$ cat config.mk
export PLATFORM = sky130hd
export DESIGN_NAME = prog_clock_divider
export DESIGN_NICKNAME = d
export VERILOG_FILES = /design/src/rtl/prog_clock_divider.sv
export SDC_FILE = /design/constraint.sdc
export NUM_CORES = 1
export LEC_CHECK = 0
export ABC_AREA = 1
export BUFFER_PORTS_ARGS = -buffer_cell sky130_fd_sc_hd__buf_2
export CORE_ASPECT_RATIO = 1.4
export CORE_UTILIZATION = 45
export CTS_CLUSTER_DIAMETER = 120
export DETAILED_ROUTE_END_ITERATION = 10
export PLACE_DENSITY = 0.73
export SETUP_SLACK_MARGIN = 0.5
export SYNTH_ARGS = -nofsm -noshare
export SYNTH_HDL_FRONTEND = slang
export SYNTH_SLANG_ARGS = --single-unit
$ cat constraint.sdc
create_clock -name clk -period 3.6 [get_ports clk]
set_input_delay 0.36 -clock clk [delete_from_list [all_inputs] [get_ports clk]]
set_output_delay 0.36 -clock clk [all_outputs]
set_load 0.02 [all_outputs]
$ cat src/rtl/prog_clock_divider.sv
// Programmable clock divider: period and high-phase length are configurable at run time.
// A config loaded while running takes effect only on a period boundary, so no period is ever cut short or stretched.
module prog_clock_divider #(
  parameter int unsigned CNT_W        = 28,
  parameter int unsigned DEFAULT_DIV  = 125000000,
  parameter int unsigned DEFAULT_HIGH = DEFAULT_DIV / 2
) (
  input  logic             clk,
  input  logic             rst_n,
  input  logic             en,
  input  logic             load,
  input  logic [CNT_W-1:0] div_in,
  input  logic [CNT_W-1:0] high_in,
  output logic             clk_out,
  output logic             tick,
  output logic             cfg_pending,
  output logic             cfg_err
);

  localparam logic [CNT_W-1:0] DIV_RST  = CNT_W'(DEFAULT_DIV);
  localparam logic [CNT_W-1:0] HIGH_RST = CNT_W'(DEFAULT_HIGH);
  localparam logic [CNT_W-1:0] ONE      = CNT_W'(1);
  localparam logic [CNT_W-1:0] TWO      = CNT_W'(2);

  typedef enum logic {IDLE = 1'b0, RUN = 1'b1} state_t;

  state_t           state, state_nxt;
  logic [CNT_W-1:0] cnt, cnt_nxt;
  logic [CNT_W-1:0] div_act, div_act_nxt, high_act, high_act_nxt;
  logic [CNT_W-1:0] div_pend, div_pend_nxt, high_pend, high_pend_nxt;
  logic             pending_nxt, clk_out_nxt, tick_nxt, cfg_err_nxt;
  logic             running, wrap, load_ok;

  assign load_ok = load && (div_in >= TWO) && (high_in <= div_in);
  assign running = (state == RUN) && en;
  assign wrap    = (cnt == div_act - ONE);

  always_ff @(posedge clk or negedge rst_n) begin
    if (!rst_n) state <= IDLE;
    else        state <= state_nxt;
  end

  always_comb begin
    state_nxt = en ? RUN : IDLE;
  end

  // While running, loads go to the pending slot; otherwise they update the active config directly.
  always_comb begin
    cnt_nxt       = cnt;
    div_act_nxt   = div_act;
    high_act_nxt  = high_act;
    div_pend_nxt  = div_pend;
    high_pend_nxt = high_pend;
    pending_nxt   = cfg_pending;
    if (running) begin
      if (wrap) begin
        cnt_nxt = '0;
        if (cfg_pending) begin
          div_act_nxt  = div_pend;
          high_act_nxt = high_pend;
          pending_nxt  = 1'b0;
        end
      end else begin
        cnt_nxt = cnt + ONE;
      end
      if (load_ok) begin
        div_pend_nxt  = div_in;
        high_pend_nxt = high_in;
        pending_nxt   = 1'b1;
      end
    end else begin
      cnt_nxt = '0;
      if (cfg_pending) begin
        div_act_nxt  = div_pend;
        high_act_nxt = high_pend;
        pending_nxt  = 1'b0;
      end
      if (load_ok) begin
        div_act_nxt  = div_in;
        high_act_nxt = high_in;
      end
    end
  end

  always_comb begin
    clk_out_nxt = 1'b0;
    tick_nxt    = 1'b0;
    if (en) begin
      tick_nxt    = (cnt_nxt == '0);
      clk_out_nxt = (cnt_nxt < high_act_nxt);
    end
    cfg_err_nxt = load && !load_ok;
  end

  always_ff @(posedge clk or negedge rst_n) begin
    if (!rst_n) begin
      cnt         <= '0;
      div_act     <= DIV_RST;
      high_act    <= HIGH_RST;
      div_pend    <= DIV_RST;
      high_pend   <= HIGH_RST;
      cfg_pending <= 1'b0;
      clk_out     <= 1'b0;
      tick        <= 1'b0;
      cfg_err     <= 1'b0;
    end else begin
      cnt         <= cnt_nxt;
      div_act     <= div_act_nxt;
      high_act    <= high_act_nxt;
      div_pend    <= div_pend_nxt;
      high_pend   <= high_pend_nxt;
      cfg_pending <= pending_nxt;
      clk_out     <= clk_out_nxt;
      tick        <= tick_nxt;
      cfg_err     <= cfg_err_nxt;
    end
  end

endmodule

==> results of run 1 <==
-- routing by layer --
metal  share of wire  global-route usage  vias to the layer above
li1                -                   -                     4779
met1            0.39               0.337                     4761
met2            0.50               0.510                      411
met3           0.048              0.0369                      110
met4           0.061               0.177                        0
met5               0                   0                        -
-- worst max-delay path, stage by stage, from the launching register on --
cell,delay (ps)
dfrtp_2,440
buf_6,130
nor2_4,130
nand3_4,100
nor2_4,190
nand2_4,100
nor2_4,130
xor2_2,160
xor2_1,190
nand4_1,120
nor3_1,150
nand3b_1,160
buf_6,190
buf_12,140
o21ai_2,90
nand2_1,60
nand2_1,80
inv_2,50
ha_4,260
nand4_1,160
nor3_4,220
nand2_1,90
o2111ai_1,130
a21oi_2,60
-- power by group --
| group | leakage, µW | internal (µW) | switching (µW) | total, µW |
|---|---|---|---|---|
| logic | 0.00400 | 782 | 1060 | 1840 |
| registers | 0.00172 | 2050 | 271 | 2320 |
| clock network | 0.000299 | 1200 | 706 | 1910 |
-- cell families (layout without fill, tap and decap cells) --
kind of cell	after synthesis	count (layout)	synth area share
simple gates	592	593	0.256
compound gates	253	253	0.149
buf+inv	221	376	0.0862
flops	145	145	0.364
fa+ha+maj	57	57	0.0702
mux	43	43	0.0452
xor+xnor	35	35	0.0302
-- sequential cells by signal, summed over array words and instances, names as in the netlist --
register / cells
cfg_pending: 1
state: 1
cfg_err: 1
high_pend: 28
cnt: 28
clk_out: 1
div_act: 28
tick: 1
div_pend: 28
high_act: 28
-- placed cells by master, fill, tap and decap left out, types with 8 or more instances in the layout --
| master | instances |
|---|---|
| nand2_1 | 325 |
| inv_1 | 161 |
| o21ai_0 | 103 |
| buf_4 | 95 |
| dfrtp_1 | 85 |
| nor2_1 | 79 |
| o211ai_1 | 78 |
| buf_2 | 62 |
| ha_1 | 52 |
| dfstp_2 | 52 |
| nand3_1 | 39 |
| a21oi_1 | 35 |
| nor2_2 | 27 |
| nand4_1 | 26 |
| xor2_1 | 24 |
| mux2_2 | 23 |
| nor3_1 | 21 |
| mux2i_1 | 20 |
| clkbuf_16 | 17 |
| nor2_4 | 13 |
| nand2_2 | 12 |
| o21ai_1 | 11 |
| nor4_1 | 10 |
| buf_6 | 10 |
| or2_2 | 9 |
| xnor2_1 | 8 |
| nand3b_1 | 8 |
-- path summary, 6_finish.rpt --
check                        startpoint            end  slack (ps)
hold / removal                    rst_n    high_act[4]           7
setup reg to reg             div_act[3]        clk_out         -90
hold reg to reg            div_pend[22]   div_pend[22]         480
max in group asynchronous         rst_n  high_pend[25]        2650
min in group clk                     en          state          70
setup / recovery             div_act[3]        clk_out         -90
-- area by class of cell --
cell class	instances	share of cell area
Clock inverter	12	0.0144
Tap cell	297	0.0294
Sequential cell	145	0.293
Timing Repair Buffer	174	0.102
Multi-Input combinational cell	981	0.473
Clock buffer	20	0.0361
Inverter	170	0.0521
-- through the flow --
step                worst slack (ps)  power [µW]  hold slack (ps)  utilization
finish                         -91.6        6060             6.58        0.574
global route                    -273        6400             55.9        0.574
CTS                             77.3        5950             57.0        0.559
detailed placement              -290        3920              469        0.513
global placement               -86.4        3870              462        0.513
floorplan                        420        3330             64.4            -
-- what timing repair did --
| action | 4_1_cts | 5_1_grt |
|---|---|---|
| gates resized for setup | 53 | 68 |
| setup buffers | 16 | 15 |
| pin swaps | 23 | 24 |
| endpoints found under the hold margin | 0 | 0 |
| endpoints found under the setup margin | 2 | 22 |
| gates cloned | 3 | 0 |
==> flow_summary_export.csv, run 1 <==
group,metric,value,unit
clock_network,clk_path_buf_depth,2,
critical_path,critPathMaxFanout,7,
die,io_pins,64,
cells_and_area,final_area,12600,µm²
logic_synthesis,syn_nets,1463,
sta,rsz0062_at_grt,"yes",
logic_synthesis,synthCells,1346,
cells_and_area,nets,1606,
clock_network,cts_buffers,17,
power,ir_drop,381,µV
sta,slew_headroom,0.363,
cells_and_area,fill_cells,1908,
logic_synthesis,synthMostInstantiatedCell,"nand2_1",
logic_synthesis,yosysSeqAreaShare,0.364,
clock_network,clk_pin_slew,60,ps
logic_synthesis,syn-cell-area,10200,µm²
logic_synthesis,yosys.area.top_type_share,0.229,
critical_path,cp.required,3890,ps
sta,slew_viol_final,0,
cells_and_area,fin_cells,1799,
clock_network,hold_buffers,0,
sta,setup_ws,-91.6,ps
cells_and_area,drive_above_1_share,0.267,
sta,hold_violations,0,
routing,avgViaCountPerCell,5.59,
critical_path,critPathCaptureType,"flip-flop",
logic_synthesis,synth_cell_types,47,
die,start_util,0.461,
global_route,gr-usage-all-layers,0.293,
worst_hold_path,min_path_type,"in -> async",
sta,max_freq,271,MHz
sta,period_share,1.03,
global_route,overflow,0,
routing,drt_iter0_markers,832,
sta,max_slew.worst_pin.slew,955,ps
clock_network,h-tree-depth,4,
logic_synthesis,synth_edf_count,0,
die,fp.coreArea,22000,µm²
routing,drc_errors,0,
die,die_w,129,µm
routing,postRouteAntennaNets,0,
die,die_h,180,µm
sta,min_period,3690,ps
routing,firstDrtPassIters,6,
logic_synthesis,ys_seq_elements,145,
power,p_per_area,480,nW/µm²
placement,port_buffers,63,
cells_and_area,diodes,0,
cells_and_area,multi_input_area,5980,µm²
logic_synthesis,yosys-top-cells-count,"nand2_1, inv_1, o21ai_0, nor2_1, dfrtp_1",
critical_path,cp.arrival,3990,ps
critical_path,start_kind,"flip-flop",
cells_and_area,syn_to_final_growth,24.4,%
die,dieArea,23200,µm²
placement,dpl-instance-area,11300,µm²
logic_synthesis,synthFlopType,"dfrtp_1",
outcome,status,"finished with violations",
clock_network,cts_tree,"done",
sta,setup_tns,-91.6,ps
power,leakage,0.00602,µW
placement,hpwl,24300,µm
global_route,antenna_found_initial,0,
clock_network,clock_latency,430,ps
placement,dp.cells,1733,
die,rows,64,
logic_synthesis,synth_largest_area_cell,"dfrtp_1",
routing,vias,10100,
routing,wl_per_cell,18.0,µm
cells_and_area,ff_latch_area,3710,µm²
logic_synthesis,synth_area_leaders,"dfrtp_1, dfstp_2, nand2_1",
clock_network,cts-root-buf,"clkbuf_16",
run,max-cap-violations,0,
logic_synthesis,syn-mean-instance-area,7.55,µm²
global_route,grt_pass1_wl,52100,µm
global_route,grt_pass1_vias,10200,
logic_synthesis,synth_warnings,0,
logic_synthesis,synthArstFlopShare,1.00,
sta,setup_violations,1,
routing,totalWireLength,32500,µm
placement,gp_congestion,0.972,
critical_path,critPathKind,"reg -> reg",
outcome,violations,"negative setup slack",
global_route,grt_start_max_net_pins,99,
clock_network,cts_sinks,145,
critical_path,worstRegToRegCells,23,
sta,skew,12.4,ps
Note: power is estimated with default switching activity, not from simulation.
==> run 2: changes to the inputs <==
Settings changed: REMOVE_ABC_BUFFERS set to 1.
Clock period 3.6 ns to 3.1 ns, I/O delays scaled along.
==> run 2 against run 1 <==
The run still ends with negative setup slack left. Clock power rose by 16%. Register-to-register slack got worse by 330 ps. Final cell count increased by 8.8%. First-iteration DRC count grew 0.12%. Via count increased by 8.7%. Hold slack improved by 42 ps. Largest power group unchanged.
==> flow_summary_export.csv, run 2 (synthesized netlist as in run 1, its figures left out) <==
group,metric,value,unit
outcome,violations,"negative setup slack",
sta,period_share,1.14,
die,die_h,180,µm
clock_network,cts_tree,"done",
critical_path,cp.required,3470,ps
global_route,overflow,0,
clock_network,cts_buffers,17,
sta,slew_headroom,0.547,
clock_network,clk_pin_slew,60,ps
global_route,grt_pass1_wl,52400,µm
sta,skew,9.82,ps
die,io_pins,64,
die,rows,64,
clock_network,clk_path_buf_depth,2,
routing,totalWireLength,34400,µm
sta,setup_violations,2,
die,fp.coreArea,22000,µm²
critical_path,critPathMaxFanout,16,
cells_and_area,nets,1765,
die,die_w,129,µm
sta,rsz0062_at_grt,"yes",
clock_network,cts-root-buf,"clkbuf_16",
global_route,gr-usage-all-layers,0.290,
placement,gp_congestion,0.926,
placement,hpwl,24100,µm
sta,max_freq,284,MHz
outcome,status,"finished with violations",
placement,dp.cells,1900,
power,ir_drop,332,µV
cells_and_area,fin_cells,1958,
clock_network,clock_latency,440,ps
clock_network,cts_sinks,145,
power,leakage,0.00684,µW
cells_and_area,diodes,0,
clock_network,h-tree-depth,4,
sta,min_period,3520,ps
routing,drc_errors,0,
cells_and_area,syn_to_final_growth,38.8,%
routing,postRouteAntennaNets,0,
global_route,antenna_found_initial,0,
global_route,grt_pass1_vias,10800,
routing,wl_per_cell,17.6,µm
critical_path,critPathCaptureType,"flip-flop",
sta,setup_ws,-421,ps
critical_path,start_kind,"flip-flop",
sta,hold_violations,0,
power,p_per_area,523,nW/µm²
cells_and_area,drive_above_1_share,0.347,
routing,avgViaCountPerCell,5.59,
routing,vias,10900,
cells_and_area,layout_commonest_cell,"nand2_1",
cells_and_area,mostFrequentLayoutCells,"nand2_1, buf_4, inv_1, dfrtp_1",
critical_path,critPathKind,"reg -> reg",
run,max-cap-violations,0,
sta,slew_viol_final,0,
critical_path,worstRegToRegCells,24,
global_route,grt_start_max_net_pins,71,
critical_path,cp.arrival,3890,ps
worst_hold_path,hold-path-cell-count,1,
cells_and_area,postLayoutCoreUtil,0.640,
routing,drt_iter0_markers,833,
worst_hold_path,min_path_type,"in -> reg",
sta,max_slew.worst_pin.slew,672,ps
die,start_util,0.461,
placement,port_buffers,63,
die,dieArea,23200,µm²
routing,firstDrtPassIters,5,
## run 2: routing by layer
| metal | up-vias | track usage | part of all wire |
|---|---|---|---|
| li1 | 5102 | - | - |
| met1 | 5232 | 0.337 | 0.38 |
| met2 | 465 | 0.507 | 0.50 |
| met3 | 142 | 0.0378 | 0.055 |
| met4 | 0 | 0.162 | 0.060 |
| met5 | - | 0 | 0 |
## run 2: layout make-up
cell class	count	area [µm²]
fill	1748	7920
multi-input combinational	981	6080
sequential	145	3700
timing repair buffer	332	2650
inverter	170	671
clock buffer	22	464
tap	297	372
clock inverter	10	158
timing repair inverter	1	11.3
## run 2: path summary, 6_finish.rpt
| kind | from | end | slack (ps) |
|---|---|---|---|
| min | en | state | 50 |
| max in group asynchronous | rst_n | div_act[6] | 1770 |
| max | div_act[1] | clk_out | -420 |
| min reg2reg | div_pend[17] | div_pend[17] | 480 |
| max reg2reg | div_act[1] | clk_out | -420 |
| min in group asynchronous | rst_n | high_act[6] | 440 |
## run 2: where the power goes
part	leakage, µW	internal (µW)	switching [µW]
clock network	0.000308	1390	835
logic	0.00482	1140	1330
registers	0.00172	2380	305
## run 2: stage by stage
| step | TNS, ps | hold slack [ps] | total power, µW | instance area, µm² | worst slack, ps |
|---|---|---|---|---|---|
| floorplan | -97460 | 14.4 | 3830 | 9930 | -1390 |
| global placement | -797 | 352 | 4740 | 12500 | -498 |
| detailed placement | -1560 | 359 | 4830 | 12500 | -627 |
| CTS | -314 | 38.3 | 7180 | 13500 | -308 |
| global route | -1190 | 44.7 | 7750 | 14100 | -634 |
| finish | -554 | 48.6 | 7370 | 14100 | -421 |
## run 2: critical path, cell delays in order, from the launching register on
cell,delay (ps)
dfrtp_1,400
buf_6,130
nor2_4,120
nand2_4,110
nor2_8,160
nand2_1,100
xor2_1,190
nand4_1,120
nor4_1,270
buf_4,180
nand3b_1,100
buf_8,190
buf_4,140
o21ai_0,170
nand2_1,70
nand2_1,80
inv_1,50
ha_1,280
nand2_1,90
nand2_1,60
nand2_1,60
nand2_1,70
nand2_1,90
nand2_2,80
a21oi_2,120
## run 2: repair_timing
item	CTS	global route
resized for setup	88	147
setup buffers	10	10
setup endpoints to repair	127	139
hold buffers	1	0
hold endpoints to repair	34	0
gates cloned	1	4
pin swaps	24	33
==> run 3: changes to the inputs <==
Settings changed: REMOVE_ABC_BUFFERS 1 to unset.
==> run 3 against run 2 <==
The flow still finishes with violations (negative setup slack). Final cell count rose by 1.8%. Clock skew grew 0.77 ps. First-iteration DRC count is 9.8% higher. Critical path type unchanged.
==> flow_summary_export.csv, run 3 (synthesized netlist as in run 1, its figures left out) <==
group,metric,value,unit
outcome,status,"finished with violations",
outcome,violations,"negative setup slack",
power,leakage,0.00708,µW
routing,wl_met2,18600,µm
worst_hold_path,min_path_type,"in -> reg",
critical_path,crit_chain,"inv_2 -> ha_4 -> nand3_4 -> nor2_4 -> nand2_2 -> nor2_2 -> xor2_1 -> xor2_1 -> nand4_1 -> nor3_1 -> nand3b_1 -> buf_6 -> o21ai_0 -> nand2_1 -> nand2_2 -> inv_2 -> ha_4 -> nand4_1 -> nor3_2 -> and3_1 -> a21oi_2",
cells_and_area,syn_to_final_growth,45.0,%
sta,min_period,3710,ps
cells_and_area,drive_above_1_share,0.387,
global_route,grt_pass1_wl,57700,µm
critical_path,worstPathBufferInverterCount,3,
sta,max_freq,270,MHz
power,ir_drop,408,µV
critical_path,critical_path_depth,21,
die,fp.coreArea,22000,µm²
run,max-cap-violations,0,
cells_and_area,mostFrequentLayoutCells,"nand2_1, buf_4, inv_1, dfrtp_1, o211ai_1",
cells_and_area,nets,1800,
clock_network,cts_buffers,17,
critical_path,critPathKind,"reg -> reg",
clock_network,clk_path_buf_depth,2,
routing,postRouteAntennaNets,0,
cells_and_area,postLayoutCoreUtil,0.669,
critical_path,critPathMaxFanout,8,
placement,hpwl,26400,µm
global_route,overflow,0,
global_route,grt_pass1_vias,11300,
power,p_per_area,514,nW/µm²
sta,slew_viol_final,0,
placement,port_buffers,63,
clock_network,cts-root-buf,"clkbuf_16",
sta,setup_tns,-1340,ps
clock_network,clk_pin_slew,70,ps
critical_path,cp.required,3410,ps
global_route,grt_start_max_net_pins,77,
die,dieArea,23200,µm²
clock_network,h-tree-depth,4,
sta,max_slew.worst_pin.slew,653,ps
cells_and_area,fill_cells,1608,
sta,period_share,1.20,
routing,totalWireLength,38600,µm
routing,top_layer,"met4",
critical_path,worst_path_largest_cell_delay,410,ps
critical_path,worstRegToRegCells,21,
placement,gp_congestion,0.972,
sta,skew,10.6,ps
die,io_pins,64,
clock_network,cts_tree,"done",
cells_and_area,layout_commonest_cell,"nand2_1",
critical_path,cp_top_family,"simple AND/OR/NAND/NOR gates",
clock_network,clock_latency,430,ps
routing,avgViaCountPerCell,5.69,
global_route,antenna_found_initial,0,
routing,vias,11300,
cells_and_area,diodes,0,
die,die_h,180,µm
worst_hold_path,hold-path-cell-count,1,
global_route,gr-usage-all-layers,0.326,
routing,wl_per_cell,19.4,µm
die,die_w,129,µm
sta,rsz0062_at_grt,"yes",
sta,setup_ws,-609,ps
routing,drt_iter0_markers,915,
sta,hold_violations,0,
die,start_util,0.461,
sta,slew_headroom,0.564,
clock_network,cts_sinks,145,
routing,route.layer.met1.wl,14000,µm
routing,drc_errors,0,
routing,wl_met3,2760,µm
die,rows,64,
critical_path,start_kind,"flip-flop",
critical_path,critPathCaptureType,"flip-flop",
sta,setup_violations,3,
routing,firstDrtPassIters,6,
critical_path,cp_slowest_cell,"dfrtp_1",
critical_path,cp.arrival,4020,ps
[run 3: path summary, 6_finish.rpt]
check	from	to	slack (ps)
min	en	state	10
max	div_act[1]	clk_out	-610
max in group asynchronous	rst_n	high_act[16]	1890
min in group asynchronous	rst_n	high_pend[3]	370
max reg2reg	div_act[1]	clk_out	-610
min reg2reg	div_pend[2]	div_pend[2]	490
[run 3: repair_timing]
item,in CTS,in global routing
pin swaps,26,57
gates cloned,1,5
resized for setup,131,173
hold endpoints to repair,21,0
setup buffers,32,31
hold buffers,1,0
setup endpoints to repair,132,141
[run 3: layout make-up]
class	instances	area, µm²	area share
tap	297	372	0.0252
multi-input combinational	980	6320	0.429
timing repair buffer	369	3060	0.208
clock buffer	21	450	0.0306
sequential	145	3700	0.251
clock inverter	11	164	0.0111
inverter	170	661	0.0448
[run 3: routing by layer]
| layer | track usage | up-vias |
|---|---|---|
| met5 | 0 | - |
| met4 | 0.232 | 0 |
| met3 | 0.0619 | 214 |
| met2 | 0.540 | 623 |
| met1 | 0.374 | 5347 |
| li1 | - | 5163 |
[run 3: per-stage QoR]
step           cell area (µm²)  setup WS (ps)  std cells  total power (µW)  hold WS [ps]
2_1_floorplan            10200          -80.2       1346              3870          14.4
3_3_place_gp             12500           -978       1891              4780           246
3_5_place_dp             12500          -1010       1891              4850           249
4_1_cts                  13800           -416       1957              7250          8.75
5_1_grt                  14700           -784       1993              7930          3.98
6_report                 14700           -609       1993              7570          14.3
[run 3: power breakdown]
part           switching, µW  internal (µW)  total, µW
Clock                    815           1360       2180
Sequential               306           2380       2680
Combinational           1440           1260       2700
Total                   2560           5010       7570
